$ cat config.mk
export PLATFORM = sky130hd
export DESIGN_NAME = reg_write_arbiter
export DESIGN_NICKNAME = d
export VERILOG_FILES = /design/src/rtl/reg_write_arbiter_pkg.sv /design/src/rtl/reg_dest_decoder.sv /design/src/rtl/reg_write_arbiter.sv
export SDC_FILE = /design/constraint.sdc
export NUM_CORES = 1
export LEC_CHECK = 0
export BUFFER_PORTS_ARGS = -buffer_cell sky130_fd_sc_hd__buf_2
export CAP_MARGIN = 20
export CORE_MARGIN = 8
export CORE_UTILIZATION = 47
export DETAILED_ROUTE_END_ITERATION = 7
export PLACE_DENSITY = 0.79
export SETUP_SLACK_MARGIN = 0.4
export SYNTH_ARGS = -nofsm -noshare
export SYNTH_HDL_FRONTEND = slang
export SYNTH_SLANG_ARGS = --single-unit
$ cat constraint.sdc
create_clock -name clk -period 1.9 [get_ports clk]
set_input_delay 0.095 -clock clk [delete_from_list [all_inputs] [get_ports clk]]
set_output_delay 0.095 -clock clk [all_outputs]
set_load 0.01 [all_outputs]
$ cat src/rtl/reg_write_arbiter_pkg.sv
// Shared definitions for the register-write arbiter.
//   state_t         : arbiter FSM states (IDLE / WRITE / ACK)
//   GRANT_ACC/LD    : encoding of last_grant and the internal winner flag
//   DATA_W_DEFAULT  : default write-data width
//   pick_winner()   : round-robin choice between the two requesters
package reg_write_arbiter_pkg;

  typedef enum logic [1:0] {
    IDLE  = 2'd0,
    WRITE = 2'd1,
    ACK   = 2'd2
  } state_t;

  localparam logic GRANT_ACC = 1'b0;
  localparam logic GRANT_LD  = 1'b1;

  localparam int DATA_W_DEFAULT = 16;

  // Returns GRANT_LD when the load path wins. On a tie the requester that
  // did not win last time is chosen, so neither path can starve the other.
  function automatic logic pick_winner(input logic acc_req,
                                       input logic ld_req,
                                       input logic last_grant);
    if (acc_req && ld_req) begin
      return (last_grant == GRANT_ACC) ? GRANT_LD : GRANT_ACC;
    end
    return ld_req ? GRANT_LD : GRANT_ACC;
  endfunction

endpackage

$ cat src/rtl/reg_dest_decoder.sv
// Decodes a 2-bit register index into a one-hot strobe vector.
//   index  : target register index
//   en     : when low the whole vector is 0
//   onehot : bit <index> high when en is high
module reg_dest_decoder #(
  parameter int NUM_REGS = 4
) (
  input  logic [1:0]          index,
  input  logic                en,
  output logic [NUM_REGS-1:0] onehot
);

  always_comb begin
    // NOTE: assigning a default before any conditional write keeps this
    // block purely combinational; without it the tool infers a latch.
    onehot = '0;
    for (int i = 0; i < NUM_REGS; i++) begin
      if (en && (index == 2'(i))) begin
        onehot[i] = 1'b1;
      end
    end
  end

endmodule

$ cat src/rtl/reg_write_arbiter.sv
// Arbitrates between an accumulator-path write and a memory-load write into
// a small bank of target registers. A granted write is captured, presented
// for exactly one cycle as a one-hot strobe plus value, then acknowledged for
// exactly one cycle to the winner.
//   clk, reset                     : clock, asynchronous active-high reset
//   acc_req/acc_dest/acc_data      : accumulator write request (held until ack)
//   acc_ack                        : one-cycle completion pulse for acc
//   ld_req/ld_dest/ld_data         : load write request (held until ack)
//   ld_ack                         : one-cycle completion pulse for load
//   wr_acc_op, wr_acc_val          : acc strobe (one-hot) and value
//   wr_load,   wr_data_val         : load strobe (one-hot) and value
//   busy                           : FSM not in IDLE
//   last_grant                     : most recent winner (0 = acc, 1 = load)
module reg_write_arbiter
  import reg_write_arbiter_pkg::*;
#(
  parameter int NUM_REGS = 4,
  parameter int DATA_W   = DATA_W_DEFAULT
) (
  input  logic                clk,
  input  logic                reset,
  input  logic                acc_req,
  input  logic [1:0]          acc_dest,
  input  logic [DATA_W-1:0]   acc_data,
  output logic                acc_ack,
  input  logic                ld_req,
  input  logic [1:0]          ld_dest,
  input  logic [DATA_W-1:0]   ld_data,
  output logic                ld_ack,
  output logic [NUM_REGS-1:0] wr_acc_op,
  output logic [NUM_REGS-1:0] wr_load,
  output logic [DATA_W-1:0]   wr_acc_val,
  output logic [DATA_W-1:0]   wr_data_val,
  output logic                busy,
  output logic                last_grant
);

  state_t              state;
  logic                grant_any;
  logic                win_ld;
  logic [1:0]          win_dest;
  logic [DATA_W-1:0]   win_data;
  logic [NUM_REGS-1:0] acc_op_nxt;
  logic [NUM_REGS-1:0] load_nxt;

  // Requests only matter in IDLE; in WRITE/ACK the decoders are disabled and
  // the FSM does not look at the inputs, so late input changes are ignored.
  assign grant_any = (state == IDLE) && (acc_req || ld_req);
  assign win_ld    = pick_winner(acc_req, ld_req, last_grant);
  assign win_dest  = (win_ld == GRANT_LD) ? ld_dest : acc_dest;
  assign win_data  = (win_ld == GRANT_LD) ? ld_data : acc_data;

  reg_dest_decoder #(.NUM_REGS(NUM_REGS)) u_acc_dec (
    .index  (win_dest),
    .en     (grant_any && (win_ld == GRANT_ACC)),
    .onehot (acc_op_nxt)
  );

  reg_dest_decoder #(.NUM_REGS(NUM_REGS)) u_ld_dec (
    .index  (win_dest),
    .en     (grant_any && (win_ld == GRANT_LD)),
    .onehot (load_nxt)
  );

  assign busy = (state != IDLE);

  // The strobe and value registers double as the capture registers: they are
  // loaded with the winner's decoded dest and data at the grant edge and are
  // therefore valid for exactly the WRITE cycle.
  // NOTE: sequential state uses non-blocking assignments so every register
  // samples pre-edge values, independent of statement order.
  always_ff @(posedge clk or posedge reset) begin
    if (reset) begin
      state       <= IDLE;
      last_grant  <= GRANT_LD;  // acc wins the first tie after reset
      wr_acc_op   <= '0;
      wr_load     <= '0;
      wr_acc_val  <= '0;
      wr_data_val <= '0;
      acc_ack     <= 1'b0;
      ld_ack      <= 1'b0;
    end else begin
      case (state)
        IDLE: begin
          if (grant_any) begin
            state       <= WRITE;
            last_grant  <= win_ld;
            wr_acc_op   <= acc_op_nxt;
            wr_load     <= load_nxt;
            wr_acc_val  <= (win_ld == GRANT_ACC) ? win_data : '0;
            wr_data_val <= (win_ld == GRANT_LD)  ? win_data : '0;
          end
        end
        WRITE: begin
          state       <= ACK;
          wr_acc_op   <= '0;
          wr_load     <= '0;
          wr_acc_val  <= '0;
          wr_data_val <= '0;
          acc_ack     <= (last_grant == GRANT_ACC);
          ld_ack      <= (last_grant == GRANT_LD);
        end
        ACK: begin
          state   <= IDLE;
          acc_ack <= 1'b0;
          ld_ack  <= 1'b0;
        end
        default: begin
          state <= IDLE;
        end
      endcase
    end
  end

endmodule

# [Yosys cells after proc, flatten, opt, wreduce, memory -nomap -nowiden]
# Cells that the tools add are included.
[word_totals] reg_bits=45 in_bits=40 output_inout_bits=44 elab_cells=65
[op_classes] n_eq_ne=6 n_mux=29 bitwise=2 n_reduce_logical=20
[ops] operator="2-to-1 mux 16 bit" count=5
[ops] operator="case mux 16 bit (2 select lines)" count=2
[ops] operator="case mux 4 bit (2 select lines)" count=2
[ops] operator="2-to-1 mux 1 bit" count=13
[ops] operator="logical AND 1 bit" count=12
[ops] operator="2-to-1 mux 4 bit" count=2
[ops] operator="equality test 2 bit (second input constant)" count=3
[ops] operator="nonzero test 2 bit" count=3
[ops] operator="equality test 2 x 1 -> 1 bit (second input constant)" count=2
[ops] operator="logical NOT 2 bit" count=2
[ops] operator="2-to-1 mux 2 bit" count=2
[ops] operator="case mux 1 bit (2 select lines)" count=2
[ops] operator="case mux 2 bit (2 select lines)" count=1
[ops] operator="AND reduction 2 bit" count=2
[ops] operator="inequality test 2 bit (second input constant)" count=1
[ops] operator="inverter 1 bit" count=2
[ops] operator="logical OR 1 bit" count=1

# [Depth between registers and ports, before layout]
# Gate-level depths: netlist of the first run.
[logic_depth] ltp_word=9 depth_mapped=7 ltp_nobuf=5

# [Cells and area by module]
# A second synthesis of the first run with hierarchy kept.
[unflattened] hier_cells=141 hier_area_um2=1973.1
[modules_own_cells] mod="reg_write_arbiter" n_inst=1 cells_each=133 area_per_inst_um2=1898.1 seq_area_each_um2=1127.3
[modules_own_cells] mod="reg_dest_decoder" n_inst=2 cells_each=4 area_per_inst_um2=37.5 seq_area_each_um2=0.0

# [Worst setup path after synthesis of the first run]
# OpenSTA, ideal clock, no wires.
[synth_timing] kind="reg2reg" startpoint="register state[0]" endpoint="register wr_acc_val[0]" setup_time_ns=0.075 arrival_ns=1.460 required_ns=1.825 slack_ns=0.365 path_stages_with_launch=7 n_path_buf=1 synth_period_minus_slack_ns=1.535 cell_sequence="dfrtp_1 -> inv_1 -> ha_1 -> nor3b_2 -> o21bai_1 -> buf_2 -> o2bb2ai_2"
[synth_between] elab_chain_cells=4 word_cells_on_any_way=7 cone_classes="eq/ne (2); mux (1); reduce/logical (4)"
[synth_rtl] item="start, declared" line_no="reg_write_arbiter.sv:38" text="state_t state;"
[synth_rtl] item="start signal, assigned" line_no="reg_write_arbiter.sv:74" text="state <= IDLE;"
[synth_rtl] item="start signal, assigned" line_no="reg_write_arbiter.sv:86" text="state <= WRITE;"
[synth_rtl] item="start signal, assigned" line_no="reg_write_arbiter.sv:95" text="state <= ACK;"
[synth_rtl] item="logical NOT 2 bit" line_no="reg_write_arbiter.sv:48, reg_write_arbiter.sv:83"
[synth_rtl] item="logical AND 1 bit" line_no="reg_write_arbiter.sv:48" text="assign grant_any = (state == IDLE) && (acc_req || ld_req);"
[synth_rtl] item="inequality test 2 bit (no line)"
[synth_rtl] item="AND reduction 2 bit (no line)"
[synth_rtl] item="end signal, assigned" line_no="reg_write_arbiter.sv:90" text="wr_acc_val <= (win_ld == GRANT_ACC) ? win_data : '0;"
[synth_rtl] item="end, declared" line_no="reg_write_arbiter.sv:32" text="output logic [DATA_W-1:0] wr_acc_val,"
# Several ways; a longest one is shown, not always the timed one.
# A chain may end at the register's enable or synchronous reset.

# [Worst setup path in the final report of the first run]
[layout_timing] startpoint="register state[1]" endpoint="register wr_acc_val[8]"
# Same word-level chain as after synthesis.

==> results.cfg, run 1 <==
[status]
status = finished, final reports clean

[route]
wirelength_um = 6537
vias_per_cell = 5.780
detail-route-antenna-nets = 0
drt-pass1-iter-count = 4
drc_errors = 0
drt_first_iter_violations = 104
wire_per_inst_um = 21.50
vias = 1757

[synth]
synth.most_common_cell = dfrtp_1
synth_seq_area_share_pct = 56.45
synthMuxAreaShare_pct = 10.71
avgSynthCellArea_um2 = 13.87
synthCells = 144
synth_compound_area_share_pct = 22.87
synth_area_leaders = dfrtp_1 55%, mux2i_1 9.0%, o2bb2ai_2 7.5%
synthAdderAreaFrac_pct = 2.506
async_flop_share_pct = 100.0
yosys_most_used_dff = dfrtp_1
synth_edf_count = 0
synth-simple-area-share_pct = 3.008
yosys_warnings = 0
synth_xor_area_share_pct = 0
syn_nets = 188
syn_area_um2 = 1997
yosys.area.top_type_share_pct = 55.14
synth-seq-cells = 45
synthTopCellsByCount = 44 x dfrtp_1, 18 x mux2i_1, 16 x a22o_1
ys_types = 25
synth_top_family_by_area = compound AO/OA/AOI/OAI gates
yosys.area.top_type = dfrtp_1

[die]
initial_core_util_pct = 49.21
die-area_um2 = 6590
rows = 23
ios = 84
core-area_um2 = 4058
fp.dieH_um = 81.18
die_w_um = 81.18

[global_routing]
first_global_vias = 1736
antenna_found_initial = 0
grt_usage_pct = 17.84
gr-total-overflow = 0
grt_max_degree = 24
grt_pass1_wl_um = 9032

[setup_path]
worstSetupPathType = flip-flop to flip-flop
rr_startpoint = state[1]
worstPathRequired_ns = 2.11
cp-end-kind = flip-flop
cp_top_family = simple AND/OR/NAND/NOR gates
reg2reg_depth = 6
worst-path-buf-inv = 2
cp.depth = 6
rrSetupSlack_ns = 0.31
cpPeakStageDelay_ns = 0.42
cp_cell_sequence = inv_2, ha_4, nand2_4, or3_4, buf_12, o2bb2ai_2
cp-start-kind = flip-flop
r2r-end = wr_acc_val[8]
cp_data_arrival_time_ns = 1.79
cp_slowest_cell = or3_4
critical_path.max_fanout = 10

[sta]
worstMarginPinSlew_ns = 0.4958
clock.fmax_mhz = 630.0
tns_ns = 0
setup_viol_count_final = 0
hold_viol = 0
fin_skew_ns = 0.007746
fin_crit_sh_pct = 83.54
drv_slew = 0
fin_crit_ns = 1.587
rsz0062_at_grt = yes
slew-limit-headroom_pct = 66.69

[clock_tree]
cts-htree-levels = 2
cts_tree = built
clk_pin_slew_worst_paths_ns = 0.09
clkLatencyLatePin_ns = 0.30
clock_path_buffers = 2
cts_sinks = 45
cts_inserted_buffers = 5
root_buffer = clkbuf_8

[pwr]
p_switching_mw = 1.944
power_leakage_nw = 1.551
swShare_pct = 40.98
power_mw = 4.745
pwr-share-seq_pct = 33.3
ir_drop_v = 0.0009463
pwr_density_cell_nw_per_um2 = 1604
p_clk_share_pct = 13.1
comb_power_share_pct = 53.7
p_int_mw = 2.801

[cells_and_area]
area_growth_pct = 48.12
fillerInstances = 263
nets = 297
fin_cells = 304
utilization_pct = 72.90
drive_gt1_share_pct = 58.66
antenna_cells = 0

[min_path]
hold_start = ld_data[8]
hp-class = input pin to flip-flop
hold_depth = 2
min_to = wr_data_val[8]

[place]
dp_cells = 275
dp_hpwl_um = 3925
portBuffers = 83
place.gp.congestion = 0.8038

[run]
maxCapViolCount = 0
## per-layer routing
layer	routed length (um)	track usage, %
met3	473	5.519
met5	0	0
met2	3453	30.55
met1	2517	21.16
met4	94	4.821
## worst max path at each step
stage | from | end
2_1_floorplan | state[1] | wr_acc_val[0]
3_3_place_gp | state[0] | wr_data_val[8]
3_5_place_dp | state[0] | wr_data_val[2]
4_1_cts | state[0] | wr_data_val[5]
5_1_grt | state[0] | wr_acc_val[8]
6_report | state[1] | wr_acc_val[8]
## cells by family (layout without fill, tap and decap cells)
| kind of cell | Yosys count | count (layout) |
|---|---|---|
| AOI/OAI and AO/OA | 45 | 51 |
| DFF | 45 | 45 |
| muxes | 21 | 21 |
| buffers and inverters | 18 | 122 |
| and+or+nand+nor | 11 | 11 |
| adders and majority gates | 4 | 4 |
## power groups by stage
stage	combinational (mW)	clock [mW]	sequential (mW)
final	2.55	0.619	1.58
after global routing	2.70	0.677	1.62
after CTS	2.22	0.626	1.56
after detailed placement	1.73	0	1.58
after global placement	1.68	0	1.56
after floorplan	0.935	0	1.71
## layout by cell type (no fill, tap or decap)
master / synthesis / final
o2bb2ai_1: 6 / 1
a21boi_2: 0 / 1
nor2_1: 2 / 2
o21ai_0: 1 / 1
dlygate4sd3_1: 0 / 1
dfrtp_1: 44 / 44
dfstp_2: 1 / 1
mux2_2: 3 / 1
inv_1: 8 / 5
a32o_1: 8 / 8
ha_4: 0 / 2
mux2_4: 0 / 2
buf_6: 1 / 3
buf_12: 0 / 1
o21bai_4: 0 / 7
nor2b_1: 1 / 1
nor3b_4: 0 / 2
o2bb2ai_2: 10 / 13
a22o_1: 16 / 16
or3_4: 0 / 1
clkinv_4: 0 / 1
o22ai_1: 1 / 1
buf_4: 1 / 18
clkbuf_8: 0 / 6
ha_1: 4 / 2
nand2_4: 0 / 1
o2bb2ai_4: 0 / 2
buf_2: 8 / 83
clkinv_2: 0 / 1
nand2_1: 4 / 3
mux2i_1: 18 / 18
inv_2: 0 / 3
nor3_1: 1 / 1
a21o_1: 1 / 1
## timing repair
action | in CTS | in global routing
cloned | 6 | 0
hold endpoints to repair | 20 | 0
hold buffers | 1 | 0
setup endpoints to repair | 41 | 42
resized for setup | 12 | 17
buffers inserted | 8 | 6
pin swaps | 19 | 5
## sequential cells by signal (all words and copies together) (netlist names)
register / flops
wr_acc_val: 16
wr_data_val: 16
wr_acc_op: 4
wr_load: 4
state: 2
acc_ack: 1
last_grant: 1
ld_ack: 1
## metrics by stage
step	hold slack, ns	setup slack (ns)	instance area [um^2]
2_1_floorplan	0.2049	0.4084	2002
3_3_place_gp	0.1387	0.08480	2499
3_5_place_dp	0.1522	0.02302	2499
4_1_cts	0.02196	0.3808	2814
5_1_grt	0.02580	0.2661	2958
6_report	0.02818	0.3127	2958
## final cells by class
cell class | count | area (um^2) | share of cell area (%)
clock buffers | 6 | 82.58 | 2.792
clock inverters | 2 | 13.76 | 0.4653
inverters | 8 | 30.03 | 1.015
multi-input cells | 87 | 1027 | 34.73
flip-flops and latches | 45 | 1127 | 38.11
well taps | 50 | 62.56 | 2.115
repair buffers | 106 | 614.3 | 20.77
Power figures use the tool's default switching activity.
==> inputs of run 2 (changes only) <==
--- a/config.mk
+++ b/config.mk
@@ -8,9 +8,9 @@
 export BUFFER_PORTS_ARGS = -buffer_cell sky130_fd_sc_hd__buf_2
 export CAP_MARGIN = 20
 export CORE_MARGIN = 8
-export CORE_UTILIZATION = 47
+export CORE_UTILIZATION = 43
 export DETAILED_ROUTE_END_ITERATION = 7
-export PLACE_DENSITY = 0.79
+export PLACE_DENSITY = 0.76
 export SETUP_SLACK_MARGIN = 0.4
 export SYNTH_ARGS = -nofsm -noshare
 export SYNTH_HDL_FRONTEND = slang
==> constraint.sdc (replaced) <==
create_clock -name clk -period 1.4 [get_ports clk]
set_input_delay 0.07 -clock clk [delete_from_list [all_inputs] [get_ports clk]]
set_output_delay 0.07 -clock clk [all_outputs]
set_load 0.01 [all_outputs]
==> run 2 against run 1 <==
  * The flow now finishes with violations (setup timing)
  * Global-route usage down 2.8 points
  * Critical path depth unchanged
  * Count of clock-buffer cells in the layout unchanged
  * Sequential share of layout area down 0.14 points
  * Via count down 5.3%
  * Critical endpoint is now wr_data_val[8]
  * Power up 29%
  * Utilization down 5.6 points
  * Hold slack worse by 0.017 ns
  * Setup slack worse by 0.40 ns
  * Clock skew down 0.0022 ns
  * Highest routed layer unchanged
  * Register-to-register slack worse by 0.40 ns
==> results.cfg, run 2 (synthesized netlist as in run 1, its figures left out) <==
[min_path]
hp-class = input pin to flip-flop

[pwr]
pwr_density_cell_nw_per_um2 = 2057
ir_drop_v = 0.001103
power_leakage_nw = 1.569
power_mw = 6.107

[route]
vias_per_cell = 5.299
drc_errors = 0
wirelength_um = 5278
drt-pass1-iter-count = 4
wire_per_inst_um = 16.81
vias = 1664
drt_first_iter_violations = 76
detail-route-antenna-nets = 0

[die]
rows = 24
ios = 84
fp.dieH_um = 84.15
core-area_um2 = 4414
die-area_um2 = 7080
initial_core_util_pct = 45.24
die_w_um = 84.15

[sta]
slew-limit-headroom_pct = 66.68
rsz0062_at_grt = yes
fin_crit_ns = 1.486
clock.fmax_mhz = 673.0
worstMarginPinSlew_ns = 0.4987
setup_viol_count_final = 40
fin_skew_ns = 0.005557
drv_slew = 0
fin_crit_sh_pct = 106.1
hold_viol = 0
timing.final.ws_setup_ns = -0.08584

[setup_path]
cp_data_arrival_time_ns = 1.67
critical_path.max_fanout = 19
worstPathRequired_ns = 1.59
worstSetupPathType = flip-flop to flip-flop
rrSetupSlack_ns = -0.09
cp-end-kind = flip-flop
cp-start-kind = flip-flop

[clock_tree]
clock_path_buffers = 2
cts_sinks = 45
clk_pin_slew_worst_paths_ns = 0.08
cts_tree = built
cts_inserted_buffers = 5
root_buffer = clkbuf_8
clkLatencyLatePin_ns = 0.29
cts-htree-levels = 2

[cells_and_area]
antenna_cells = 0
nets = 305
area_growth_pct = 48.68
fillerInstances = 339
largestRegisters = wr_acc_val (16), wr_data_val (16)
finalInstanceArea_um2 = 2969
layout_common_cells = 82 x buf_2, 44 x dfrtp_1, 18 x mux2i_1, 18 x buf_4, 16 x a22o_1
drive_gt1_share_pct = 57.25
fin_cells = 314
layout_commonest_cell = buf_2
utilization_pct = 67.26

[place]
dp_hpwl_um = 4013
dp_cells = 293
dpl_cell_area_um2 = 2688
place.gp.congestion = 0.8294
portBuffers = 83

[global_routing]
antenna_found_initial = 0
grt_pass1_wl_um = 8631
first_global_vias = 1752
grt_usage_pct = 15.02
grt_max_degree = 25
gr-total-overflow = 0

[status]
violations = setup timing
status = finished with violations

[run]
maxCapViolCount = 0
-- run 2: cell types whose count changed in the layout (fill, tap and decap cells not counted), sizes merged --
cell | before | now
buf | 105 | 112
clkinvlp | 0 | 1
dlygate4sd3 | 1 | 8
inv | 8 | 7
o21bai | 7 | 1
-- run 2: path summary, 6_finish.rpt --
path	endpoint	depth (start not counted)	start
max	wr_data_val[8]	6	state[0]
min	wr_data_val[0]	2	ld_data[0]
max reg2reg	wr_data_val[8]	6	state[0]
min reg2reg	wr_acc_val[14]	1	wr_acc_val[14]
max in group asynchronous	wr_acc_val[5]	4	reset
min in group asynchronous	wr_data_val[13]	3	reset
-- run 2: final cells by class --
cell class / instances / area, um^2 / area share, %
tap: 52 / 65.06 / 2.191
sequential: 45 / 1127 / 37.97
multi-input combinational: 81 / 873.3 / 29.41
timing repair buffer: 120 / 787.0 / 26.51
clock buffer: 6 / 72.57 / 2.444
clock inverter: 2 / 10.01 / 0.3371
inverter: 8 / 33.78 / 1.138
-- run 2: critical path, stage by stage, from the launching register on --
cell	delay (ns)
dfrtp_1	0.39
inv_2	0.07
ha_4	0.16
nor3b_4	0.15
o21bai_4	0.21
buf_12	0.17
a22o_1	0.23
-- run 2: metrics by stage --
step	setup TNS (ns)	hold slack [ns]	setup slack, ns
2_1_floorplan	-1.407	0.08022	-0.05569
3_3_place_gp	-2.114	0.1267	-0.1003
3_5_place_dp	-2.377	0.1267	-0.08941
4_1_cts	-1.826	0.0007317	-0.08372
5_1_grt	-4.534	0.002131	-0.1459
6_report	-1.801	0.01128	-0.08584
-- run 2: metal layers --
layer / vias to the layer above / share of wire (%) / track usage [%]
met3: 6 / 7.4 / 5.797
met4: 0 / 1.1 / 5.651
met1: 818 / 41 / 17.16
li1: 783 / - / -
met5: - / 0 / 0
met2: 57 / 51 / 24.79
-- run 2: what timing repair did --
item / 4_1_cts / 5_1_grt
resized for setup: 17 / 4
hold buffers: 6 / 2
endpoints found under the setup margin: 46 / 47
endpoints found under the hold margin: 25 / 2
buffers inserted: 2 / 2
pin swaps: 5 / 3
cloned: 1 / 0
-- run 2: report_power, final --
part / switching [mW] / total, mW / internal, mW
clock: 0.412 / 0.758 / 0.346
combinational: 1.55 / 3.26 / 1.71
sequential: 0.295 / 2.09 / 1.80
total: 2.25 / 6.11 / 3.85
==> inputs of run 3 (changes only) <==
--- a/config.mk
+++ b/config.mk
@@ -10,7 +10,8 @@
 export CORE_MARGIN = 8
 export CORE_UTILIZATION = 43
 export DETAILED_ROUTE_END_ITERATION = 7
-export PLACE_DENSITY = 0.76
+export HOLD_SLACK_MARGIN = 0.15
+export PLACE_DENSITY = 0.83
 export SETUP_SLACK_MARGIN = 0.4
 export SYNTH_ARGS = -nofsm -noshare
 export SYNTH_HDL_FRONTEND = slang
==> run 3 against run 2 <==
  * Clock skew rose by 0.0021 ns
  * Sequential power up 2%
  * Critical endpoint is now wr_data_val[3]
  * Hold slack gained 0.21 ns
  * Critical path type unchanged
  * Sequential share of layout area fell by 3.9 points
  * Flip-flop and latch count did not move
  * Design area is 11% higher
  * Power rose by 4.2%
  * Fmax decreased by 2.2%
  * Clock power up 9.1%
  * Setup slack got worse by 0.034 ns
  * Final cell count increased by 9.9%
  * The flow still finishes with violations (setup timing)
  * Via count is 7.2% higher
==> results.cfg, run 3 (synthesized netlist as in run 1, its figures left out) <==
[place]
portBuffers = 83
place.gp.congestion = 0.8067
pre_cts_slack_ns = -0.1009
dp_hpwl_um = 4055
dp_cells = 290

[sta]
fin_crit_ns = 1.520
fin_skew_ns = 0.007691
setup_viol_count_final = 41
worstMarginPinSlew_ns = 0.2799
fin_crit_sh_pct = 108.6
timing.final.ws_setup_ns = -0.1199
hold_viol = 0
slew-limit-headroom_pct = 80.81
drv_slew = 0
clock.fmax_mhz = 657.9
fin_hold_ws_ns = 0.2257
rsz0062_at_grt = yes

[clock_tree]
cts_sinks = 45
cts_tree = built
root_buffer = clkbuf_8
cts-htree-levels = 2
clock_path_buffers = 2
clk_pin_slew_worst_paths_ns = 0.09
clkLatencyLatePin_ns = 0.30
cts_inserted_buffers = 5

[setup_path]
r2r-end = wr_data_val[3]
worstPathRequired_ns = 1.59
cp_top_family = compound AO/OA/AOI/OAI gates
cp_cell_sequence = inv_2, ha_4, nor3b_4, o21bai_4, buf_12, a22o_1
cp-end-kind = flip-flop
worstSetupPathType = flip-flop to flip-flop
worst-path-buf-inv = 2
cp_data_arrival_time_ns = 1.71
cpPeakStageDelay_ns = 0.41
reg2reg_depth = 6
rrSetupSlack_ns = -0.12
cp_slowest_cell = dfrtp_1
cp-start-kind = flip-flop
rr_startpoint = state[0]
critical_path.max_fanout = 20

[cells_and_area]
utilization_pct = 74.97
largestRegisters = wr_acc_val (16), wr_data_val (16)
layout_commonest_cell = buf_2
area_growth_pct = 65.73
nets = 336
drive_gt1_share_pct = 52.56
antenna_cells = 0
fin_cells = 345
layout_common_cells = 82 x buf_2, 44 x dfrtp_1, 38 x dlygate4sd3_1, 18 x mux2i_1, 17 x buf_4

[pwr]
pwr-share-seq_pct = 33.4
p_int_mw = 3.935
power_leakage_nw = 1.708
pwr_density_cell_nw_per_um2 = 1924
p_clk_share_pct = 13.0
swShare_pct = 38.19
comb_power_share_pct = 53.6
p_switching_mw = 2.431
ir_drop_v = 0.001221
power_mw = 6.366

[global_routing]
grt_pass1_wl_um = 10130
antenna_found_initial = 0
grt_util_met2_pct = 31.69
first_global_vias = 1970
grt_usage_pct = 17.62
gr-total-overflow = 0
use_met3_pct = 6.087
groute.layer.met1.usage_pct = 19.34
grt_max_degree = 40
busiest_layer = met2

[status]
violations = setup timing
status = finished with violations

[die]
die_w_um = 84.15
rows = 24
die-area_um2 = 7080
initial_core_util_pct = 45.24
fp.dieH_um = 84.15
ios = 84
core-area_um2 = 4414

[route]
drt-pass1-iter-count = 4
wirelength_um = 6445
wire_per_inst_um = 18.68
detail-route-antenna-nets = 0
drt_first_iter_violations = 60
drc_errors = 0
vias_per_cell = 5.168
vias = 1783

[run]
maxCapViolCount = 0

[min_path]
hp-class = input pin to asynchronous set/reset pin
-- run 3: changes by cell type in the layout (fill, tap and decap cells not counted), moves of 2 or more --
cell | before | now
dlygate4sd3_1 | 8 | 38
buf_6 | 9 | 12
o2bb2ai_1 | 6 | 3
o2bb2ai_2 | 10 | 13
clkinv_2 | 2 | 0
inv_6 | 0 | 2
-- run 3: worst max path at each step --
stage	startpoint	endpoint	slack (ns)	cells past startpoint
after CTS	state[0]	wr_data_val[11]	-0.11	6
after global routing	state[0]	wr_data_val[2]	-0.15	6
after global placement	state[1]	wr_acc_val[1]	-0.04	5
final	state[0]	wr_data_val[3]	-0.12	6
after detailed placement	state[0]	wr_acc_val[6]	-0.10	4
after floorplan	last_grant	wr_acc_val[0]	-0.06	5
-- run 3: through the flow --
step                      cell area, um^2  setup TNS, ns
after floorplan                      2056         -1.407
after global placement               2653         -1.240
after detailed placement             2653         -3.135
after CTS                            3192         -2.932
after global routing                 3309         -4.385
final                                3309         -2.950
-- run 3: cell type report --
cell class | count | area, um^2
sequential | 45 | 1127
timing repair buffer | 151 | 1094
clock inverter | 3 | 25.02
inverter | 8 | 33.78
multi-input combinational | 81 | 895.9
fill | 289 | 1105
tap | 52 | 65.06
clock buffer | 5 | 68.82
-- run 3: repair_timing --
item                                    in CTS  in global routing
cloned                                       0                  0
endpoints found under the hold margin       83                  0
hold buffers                                38                  0
endpoints found under the setup margin      47                 47
buffers inserted                             2                  7
gates resized for setup                     11                 15
pin swaps                                    1                  1
-- run 3: layer usage --
layer | up-vias | wire length, um
met5 | - | 0
met4 | 0 | 108
met3 | 10 | 396
met2 | 60 | 3397
met1 | 871 | 2543
li1 | 842 | -
-- run 3: worst reg2reg max path, stage by stage (launching register included) --
cell and delay (ns):
dfrtp_1 0.41, inv_2 0.07, ha_4 0.17, nor3b_4 0.15, o21bai_4 0.20, buf_12 0.18, a22o_1 0.25
-- run 3: power groups by stage --
stage | clock (mW) | combinational (mW) | sequential [mW]
after global routing | 0.909 | 3.65 | 2.18
after CTS | 0.854 | 3.08 | 2.10
final | 0.827 | 3.41 | 2.13
after global placement | 0 | 2.75 | 2.11
after detailed placement | 0 | 2.83 | 2.11
after floorplan | 0 | 1.45 | 2.33
